<file path="src/rtl/uart_tx_gen_pkg.sv">
// rtl/uart_tx_gen_pkg.sv - shared constants, FSM encoding and sizing helper for the UART transmitter
package uart_pkg;

   localparam logic [1:0] UART_PAR_NONE = 2'b00;
   localparam logic [1:0] UART_PAR_EVEN = 2'b01;
   localparam logic [1:0] UART_PAR_ODD  = 2'b10;

   typedef enum logic [2:0] {
      ST_IDLE  = 3'd0,
      ST_START = 3'd1,
      ST_DATA  = 3'd2,
      ST_PAR   = 3'd3,
      ST_STOP  = 3'd4
   } uart_state_e;

   // Number of characters needed to carry one request word.
   function automatic int uart_nchr(input int dat_w, input int chr_w);
      return (dat_w + chr_w - 1) / chr_w;
   endfunction

endpackage

</file>
<file path="src/rtl/uart_tx_gen_if.sv">
// rtl/uart_tx_gen_if.sv - push handshake, status and serial line of the UART transmitter
interface uart_tx_gen_if #(
   parameter int DAT_W  = 18,
   parameter int FIFO_D = 4
) ();
   import uart_pkg::*;

   localparam int CNT_W = $clog2(FIFO_D) + 1;

   logic             uart_req;
   logic             uart_ack;
   logic [DAT_W-1:0] uart_dat;
   logic [1:0]       uart_par;
   logic             uart_busy;
   logic [CNT_W-1:0] uart_cnt;
   logic             uart_sout;

   modport master (
      output uart_req, uart_dat, uart_par,
      input  uart_ack, uart_busy, uart_cnt, uart_sout
   );

   modport slave (
      input  uart_req, uart_dat, uart_par,
      output uart_ack, uart_busy, uart_cnt, uart_sout
   );

endinterface

</file>
<file path="src/rtl/uart_tx_gen_fifo.sv">
// rtl/uart_tx_gen_fifo.sv - word FIFO holding {parity mode, data} entries ahead of the serialiser
module uart_tx_fifo
   import uart_pkg::*;
#(
   parameter int WIDTH = 20,
   parameter int DEPTH = 4,
   localparam int AW   = $clog2(DEPTH),
   localparam int CW   = AW + 1
) (
   input  logic             clk,
   input  logic             rst_x,
   input  logic             wr_en_i,
   input  logic [WIDTH-1:0] wr_dat_i,
   input  logic             rd_en_i,
   output logic [WIDTH-1:0] rd_dat_o,
   output logic             full_o,
   output logic             empty_o,
   output logic [CW-1:0]    cnt_o
);

   logic [WIDTH-1:0] mem_q [DEPTH];
   logic [AW-1:0]    wr_ptr_q, wr_ptr_d;
   logic [AW-1:0]    rd_ptr_q, rd_ptr_d;
   logic [CW-1:0]    cnt_q, cnt_d;
   logic             push, pop;

   // Full is taken from the registered count, so a same-cycle pop never frees a slot early.
   assign full_o   = (cnt_q == CW'(DEPTH));
   assign empty_o  = (cnt_q == '0);
   assign cnt_o    = cnt_q;
   assign rd_dat_o = mem_q[rd_ptr_q];
   assign push     = wr_en_i & ~full_o;
   assign pop      = rd_en_i & ~empty_o;

   always_comb begin
      wr_ptr_d = wr_ptr_q;
      rd_ptr_d = rd_ptr_q;
      cnt_d    = cnt_q;
      if (push) wr_ptr_d = wr_ptr_q + 1'b1;
      if (pop)  rd_ptr_d = rd_ptr_q + 1'b1;
      case ({push, pop})
         2'b10:   cnt_d = cnt_q + 1'b1;
         2'b01:   cnt_d = cnt_q - 1'b1;
         default: cnt_d = cnt_q;
      endcase
   end

   always_ff @(posedge clk or negedge rst_x) begin
      if (!rst_x) begin
         wr_ptr_q <= '0;
         rd_ptr_q <= '0;
         cnt_q    <= '0;
      end else begin
         wr_ptr_q <= wr_ptr_d;
         rd_ptr_q <= rd_ptr_d;
         cnt_q    <= cnt_d;
      end
   end

   always_ff @(posedge clk) begin
      if (push) mem_q[wr_ptr_q] <= wr_dat_i;
   end

endmodule

</file>
<file path="src/rtl/uart_tx_gen.sv">
// rtl/uart_tx_gen.sv - buffered UART transmitter splitting each word into LSB-first characters
module uart_tx_gen
   import uart_pkg::*;
#(
   parameter int DAT_W    = 18,
   parameter int CHR_W    = 8,
   parameter int STOP_W   = 2,
   parameter int BAUD_DIV = 4,
   parameter int FIFO_D   = 4
) (
   input  logic         clk,
   input  logic         rst_x,
   uart_tx_gen_if.slave tx_if
);

   localparam int NCHR   = uart_nchr(DAT_W, CHR_W);
   localparam int WORD_W = NCHR * CHR_W;
   localparam int ENT_W  = DAT_W + 2;
   localparam int CNT_W  = $clog2(FIFO_D) + 1;
   localparam int BW     = $clog2(BAUD_DIV);
   localparam int BCW    = 4;
   localparam int CIW    = $clog2(NCHR + 1);

   logic              fifo_pop, fifo_full, fifo_empty;
   logic [ENT_W-1:0]  fifo_dat;
   logic [CNT_W-1:0]  fifo_cnt;

   uart_state_e       state_q, state_d;
   logic [BW-1:0]     baud_q, baud_d;
   logic [BCW-1:0]    bit_q, bit_d;
   logic [CIW-1:0]    chr_q, chr_d;
   logic [WORD_W-1:0] word_q, word_d;
   logic [CHR_W-1:0]  sh_q, sh_d;
   logic [1:0]        pmode_q, pmode_d;
   logic              pbit_q, pbit_d;
   logic              sout_q, sout_d;

   logic              tick, par_on, load_new, load_next;
   logic [WORD_W-1:0] word_in;
   logic [1:0]        par_in;

   assign tx_if.uart_ack  = tx_if.uart_req & ~fifo_full;
   assign tx_if.uart_busy = (state_q != ST_IDLE);
   assign tx_if.uart_cnt  = fifo_cnt;
   assign tx_if.uart_sout = sout_q;

   uart_tx_fifo #(
      .WIDTH (ENT_W),
      .DEPTH (FIFO_D)
   ) u_fifo (
      .clk      (clk),
      .rst_x    (rst_x),
      .wr_en_i  (tx_if.uart_ack),
      .wr_dat_i ({tx_if.uart_par, tx_if.uart_dat}),
      .rd_en_i  (fifo_pop),
      .rd_dat_o (fifo_dat),
      .full_o   (fifo_full),
      .empty_o  (fifo_empty),
      .cnt_o    (fifo_cnt)
   );

   // Zero-extending to a whole number of characters gives the padding of the last character.
   assign word_in = WORD_W'(fifo_dat[DAT_W-1:0]);
   assign par_in  = fifo_dat[DAT_W+1:DAT_W];
   assign tick    = (baud_q == BW'(BAUD_DIV - 1));
   assign par_on  = (pmode_q == UART_PAR_EVEN) || (pmode_q == UART_PAR_ODD);

   always_comb begin
      state_d   = state_q;
      baud_d    = baud_q;
      bit_d     = bit_q;
      chr_d     = chr_q;
      word_d    = word_q;
      sh_d      = sh_q;
      pmode_d   = pmode_q;
      pbit_d    = pbit_q;
      sout_d    = 1'b1;
      fifo_pop  = 1'b0;
      load_new  = 1'b0;
      load_next = 1'b0;

      if (state_q != ST_IDLE) baud_d = tick ? '0 : baud_q + 1'b1;

      case (state_q)
         ST_IDLE: begin
            if (!fifo_empty) begin
               fifo_pop = 1'b1;
               load_new = 1'b1;
               state_d  = ST_START;
               baud_d   = '0;
            end
         end
         ST_START: begin
            if (tick) begin
               state_d = ST_DATA;
               bit_d   = '0;
            end
         end
         ST_DATA: begin
            if (tick) begin
               if (bit_q == BCW'(CHR_W - 1)) begin
                  state_d = par_on ? ST_PAR : ST_STOP;
                  bit_d   = '0;
               end else begin
                  bit_d = bit_q + 1'b1;
                  sh_d  = sh_q >> 1;
               end
            end
         end
         ST_PAR: begin
            if (tick) begin
               state_d = ST_STOP;
               bit_d   = '0;
            end
         end
         ST_STOP: begin
            if (tick) begin
               if (bit_q == BCW'(STOP_W - 1)) begin
                  // Chaining straight into the next character or word keeps the line gap-free.
                  if (chr_q != CIW'(NCHR - 1)) begin
                     state_d   = ST_START;
                     chr_d     = chr_q + 1'b1;
                     load_next = 1'b1;
                  end else if (!fifo_empty) begin
                     state_d  = ST_START;
                     fifo_pop = 1'b1;
                     load_new = 1'b1;
                  end else begin
                     state_d = ST_IDLE;
                  end
               end else begin
                  bit_d = bit_q + 1'b1;
               end
            end
         end
         default: state_d = ST_IDLE;
      endcase

      if (load_new) begin
         pmode_d = par_in;
         chr_d   = '0;
         sh_d    = word_in[CHR_W-1:0];
         word_d  = word_in >> CHR_W;
         pbit_d  = (^word_in[CHR_W-1:0]) ^ (par_in == UART_PAR_ODD);
      end
      if (load_next) begin
         sh_d   = word_q[CHR_W-1:0];
         word_d = word_q >> CHR_W;
         pbit_d = (^word_q[CHR_W-1:0]) ^ (pmode_q == UART_PAR_ODD);
      end

      // The line level is decided from the next state so it changes on the bit boundary itself.
      case (state_d)
         ST_START: sout_d = 1'b0;
         ST_DATA:  sout_d = sh_d[0];
         ST_PAR:   sout_d = pbit_d;
         default:  sout_d = 1'b1;
      endcase
   end

   always_ff @(posedge clk or negedge rst_x) begin
      if (!rst_x) begin
         state_q <= ST_IDLE;
         baud_q  <= '0;
         bit_q   <= '0;
         chr_q   <= '0;
         word_q  <= '0;
         sh_q    <= '0;
         pmode_q <= UART_PAR_NONE;
         pbit_q  <= 1'b0;
         sout_q  <= 1'b1;
      end else begin
         state_q <= state_d;
         baud_q  <= baud_d;
         bit_q   <= bit_d;
         chr_q   <= chr_d;
         word_q  <= word_d;
         sh_q    <= sh_d;
         pmode_q <= pmode_d;
         pbit_q  <= pbit_d;
         sout_q  <= sout_d;
      end
   end

endmodule
</file>
<file path="src/flat_wrapper.sv">
// flat-port wrapper written by rule: the top's interface ports become plain ports
module uart_tx_gen_flat import uart_pkg::*;
#(
   parameter int DAT_W    = 18,
   parameter int CHR_W    = 8,
   parameter int STOP_W   = 2,
   parameter int BAUD_DIV = 4,
   parameter int FIFO_D   = 4
)
  (clk, rst_x, tx_if_uart_req, tx_if_uart_dat, tx_if_uart_par, tx_if_uart_ack, tx_if_uart_busy, tx_if_uart_cnt, tx_if_uart_sout);
  uart_tx_gen_if #(.DAT_W(DAT_W), .FIFO_D(FIFO_D)) tx_if_i ();
  input  logic clk;
  input  logic rst_x;
  input wire logic [$bits(tx_if_i.uart_req)-1:0] tx_if_uart_req;
  input wire logic [$bits(tx_if_i.uart_dat)-1:0] tx_if_uart_dat;
  input wire logic [$bits(tx_if_i.uart_par)-1:0] tx_if_uart_par;
  output wire logic [$bits(tx_if_i.uart_ack)-1:0] tx_if_uart_ack;
  output wire logic [$bits(tx_if_i.uart_busy)-1:0] tx_if_uart_busy;
  output wire logic [$bits(tx_if_i.uart_cnt)-1:0] tx_if_uart_cnt;
  output wire logic [$bits(tx_if_i.uart_sout)-1:0] tx_if_uart_sout;
  assign tx_if_i.uart_req = tx_if_uart_req;
  assign tx_if_i.uart_dat = tx_if_uart_dat;
  assign tx_if_i.uart_par = tx_if_uart_par;
  assign tx_if_uart_ack = tx_if_i.uart_ack;
  assign tx_if_uart_busy = tx_if_i.uart_busy;
  assign tx_if_uart_cnt = tx_if_i.uart_cnt;
  assign tx_if_uart_sout = tx_if_i.uart_sout;
  uart_tx_gen #(.DAT_W(DAT_W), .CHR_W(CHR_W), .STOP_W(STOP_W), .BAUD_DIV(BAUD_DIV), .FIFO_D(FIFO_D)) u_core (.clk(clk), .rst_x(rst_x), .tx_if(tx_if_i));
endmodule
</file>
<file path="config.mk">
export PLATFORM = sky130hd
export DESIGN_NAME = uart_tx_gen_flat
export DESIGN_NICKNAME = d
export VERILOG_FILES = /design/src/rtl/uart_tx_gen_pkg.sv /design/src/rtl/uart_tx_gen_if.sv /design/src/rtl/uart_tx_gen_fifo.sv /design/src/rtl/uart_tx_gen.sv /design/src/flat_wrapper.sv
export SDC_FILE = /design/constraint.sdc
export NUM_CORES = 1
export LEC_CHECK = 0
export BUFFER_PORTS_ARGS = -buffer_cell sky130_fd_sc_hd__buf_4
export CORE_ASPECT_RATIO = 0.9
export CORE_MARGIN = 2
export CORE_UTILIZATION = 40
export DETAILED_ROUTE_END_ITERATION = 10
export SYNTH_ARGS = -nofsm -noshare
export SYNTH_HDL_FRONTEND = slang
export SYNTH_HIERARCHICAL = 1
export SYNTH_SLANG_ARGS = --single-unit
</file>
<file path="constraint.sdc">
create_clock -name clk -period 8 [get_ports clk]
set_clock_uncertainty 0.15 [all_clocks]
set_input_delay 0.8 -clock clk [delete_from_list [all_inputs] [get_ports clk]]
set_output_delay 0.8 -clock clk [all_outputs]
set_load 0.05 [all_outputs]
</file>
==> metrics.md <==
| Metric | Value |
|---|---|
| Outcome | finished, final reports clean |
| Avg Cell Area, Syn | 15.36 um^2 |
| Final Max Tran Viols | 0 |
| Synthesized instance count | 345 |
| FF+latch count, synth | 120 |
| Port bufs | 28 |
| Routed vias/inst | 5.129 |
| Seq/Total Area, Yosys | 64.24% |
| Vias in the first global route | 2857 |
| Startpoint type of the worst setup path | register |
| DIE HEIGHT | 113.2 um |
| 1st-pass router iterations | 5 |
| Worst Hold Margin | 0.2190 ns |
| Fraction of layout cells with a size suffix above 1 | 26.28% |
| CP arrival | 3.56 ns |
| Fill count | 1088 |
| Die area | 0.01419 mm^2 |
| GPL Wtd Cong | 0.7749 |
| Grt ovf | 0 |
| Post-CTS Resized | 0 |
| Max Freq | 0.2954 GHz |
| FF+latch area | 0.003405 mm^2 |
| Syn_nets | 379 |
| Post-synth top flop | edfxtp_1 |
| Placed Area | 0.005612 mm^2 |
| Initial antenna violation count | 0 |
| Reported leakage power | 2.396 nW |
| H-tree depth | 4 |
| Cts hold-fix bufs | 0 |
| Root cell of the clock tree | clkbuf_16 |
| Clk Latency, worst-skew pair | 0.41 ns |
| Drt wl/cell | 16.76 um |
| Core Area | 0.01283 mm^2 |
| Relative slew slack | 41.74% |
| Initial Utilization | 41.30% |
| Die span in x | 125.3 um |
| Post-Syn Area | 0.005300 mm^2 |
| Post-DRT Antenna Nets | 0 |
| CTS sink count | 120 |
| Fraction of registers with async set/reset | 33.33% |
| Multi-input logic area | 0.001728 mm^2 |
| Post-CTS Setup Repair Bufs | 0 |
| Setup violators final | 0 |
| Hold WC Path Type | in2async |
| Endpoints failing hold | 0 |
| CTS tree | built |
| Total GRT Usage | 14.01% |
| Vias post-DR | 2852 |
| Fin crit share | 42.31% |
| Final worst slack | 4.615 ns |
| RSZ-0062 raised after global routing | no |
| Antenna diodes | 0 |
| Ys Warns | 6 |
| Pwr dens | 424.4 mW/mm^2 |
| Setup TNS | 0 ns |
| Total CTS buffers | 17 |
| Total I/O pin count | 29 |
| Yosys top cell area share | 45.33% |
| Syn-to-layout area delta | 17.23% |
| Clk slew on worst S/H paths | 0.06 ns |
| First-pass GRT wire length | 15.12 mm |
| Area contributors post-synth | edfxtp_1, dfrtp_1, mux4_2, nand2_1, xnor2_1 |
| Post-synth top area cell | edfxtp_1 |
| Nets | 413 |
| Row cnt | 39 |
| Clock Path Buffers | 2 |
| HPWL Detailed | 5.743 mm |
| Overall Power | 2.637 mW |
| Final instance area | 0.006213 mm^2 |
| Max cap viols | 0 |
| Pre-CTS WS | 4.618 ns |
| Netlist cell types | 58 |
| Measured slew at the worst slew-check pin | 0.8739 ns |
| DRT iter0 DRCs | 216 |
| Largest net degree at the start of global routing | 41 |
| Top cell types by occurrence after synthesis | edfxtp_1, dfrtp_1, nand2_1, mux4_2, xnor2_1 |
| Count leader, synth | edfxtp_1 |
| Max IR drop VDD | 0.2090 mV |
| Drt total wl | 9.316 mm |
| CP Max Fanout | 22 |
| Worst Setup End Kind | register |
| # DRC | 0 |
| WP data required | 8.18 ns |
| CP Class | reg2reg |
| Min Tclk post-route | 3.385 ns |
| Post-synth EDFFs | 80 |
## final timing paths
kind,from,to,slack [ns],cells after the start
setup reg to reg,u_core/baud_q[0],u_core/u_fifo/cnt_o[2],4.61,12
min in group clk,u_core/pmode_q[1],u_core/pmode_q[1],0.36,2
setup / recovery,u_core/baud_q[0],u_core/u_fifo/cnt_o[2],4.61,12
hold reg to reg,u_core/pmode_q[1],u_core/pmode_q[1],0.36,2
hold / removal,rst_x,u_core/bit_q[2],0.22,1
max in group asynchronous,rst_x,u_core/word_q[5],7.11,1
## metrics by stage
stage	cells	utilization [%]
finish	556	48.42
global route	556	48.42
CTS	556	48.42
floorplan	345	-
global placement	524	43.73
detailed placement	524	43.73
## kinds of logic (layout without fill, tap and decap cells)
logic type | Yosys count | in the layout | synth area share [%]
buf+inv | 28 | 75 | 3.163
mux | 34 | 34 | 11.45
xor+xnor | 22 | 22 | 3.895
compound gates | 45 | 45 | 5.808
simple gates | 85 | 85 | 8.711
fa+ha+maj | 11 | 11 | 2.738
flops | 120 | 120 | 64.24
## report_power, final
part	switching, mW	internal (mW)
Combinational	0.480	0.432
Clock	0.279	0.492
Sequential	0.0990	0.855
Total	0.857	1.78
## state kept, by name, summed over array words and instances, names as in the netlist
name / flops
u_core/baud_q: 2
u_core/pbit_q: 1
u_core/u_fifo/mem_q: 80
u_core/chr_q: 2
u_core/bit_q: 4
u_core/u_fifo/rd_ptr_q: 2
u_core/u_fifo/wr_ptr_q: 2
u_core/word_q: 10
u_core/tx_if.uart_sout: 1
u_core/pmode_q: 2
u_core/sh_q: 8
u_core/state_q: 3
u_core/u_fifo/cnt_o: 3
## worst max-delay path, stage by stage (launching register included)
cell and delay, ns:
dfrtp_1 0.37, ha_1 0.34, and4bb_1 0.31, a21o_1 0.18, nand2_2 0.26, inv_2 0.40, o31a_2 0.25, ha_1 0.18
inv_1 0.07, fa_1 0.38, xor2_1 0.15, nor2_1 0.11, xor2_1 0.15
## cell type report
cell class              instances  share of cell area [%]
flip-flops and latches        120                   54.79
clock inverters                14                   2.779
clock buffers                  18                   6.907
well taps                     164                   3.302
multi-input cells             197                   27.81
inverters                      13                  0.7853
repair buffers                 30                   3.625
## placed cells by master, fill, tap and decap left out, types with 2 or more instances in the layout
master       n
bufinv_16    3
nor2b_1      2
clkbuf_16   17
inv_6        4
dfrtp_1     39
nand4_1      3
edfxtp_1    80
xor2_1       5
clkinv_2     3
o21ai_0      8
o21a_1       2
mux2i_1     10
inv_1       12
mux4_2      19
nand3_1      6
nand2b_1     4
ha_1        10
mux2_4       2
o22ai_2      4
o21ai_1      6
nand3b_1     2
nand2_1     39
clkinvlp_4   2
nor2_1       9
nor3_1       2
mux2_2       2
buf_4       30
and4bb_1     2
xnor2_1     16
a21oi_1     11
a21o_1       2
and2_2       4
clkinv_4     2
## per-layer routing
metal / track usage (%) / vias up / share of wire (%)
met5: 0 / - / 0
met4: 4.667 / 0 / 1.4
met3: 4.681 / 10 / 3.8
met2: 21.38 / 57 / 48
met1: 19.09 / 1435 / 46
li1: - / 1350 / -
Power figures use the tool's default switching activity.
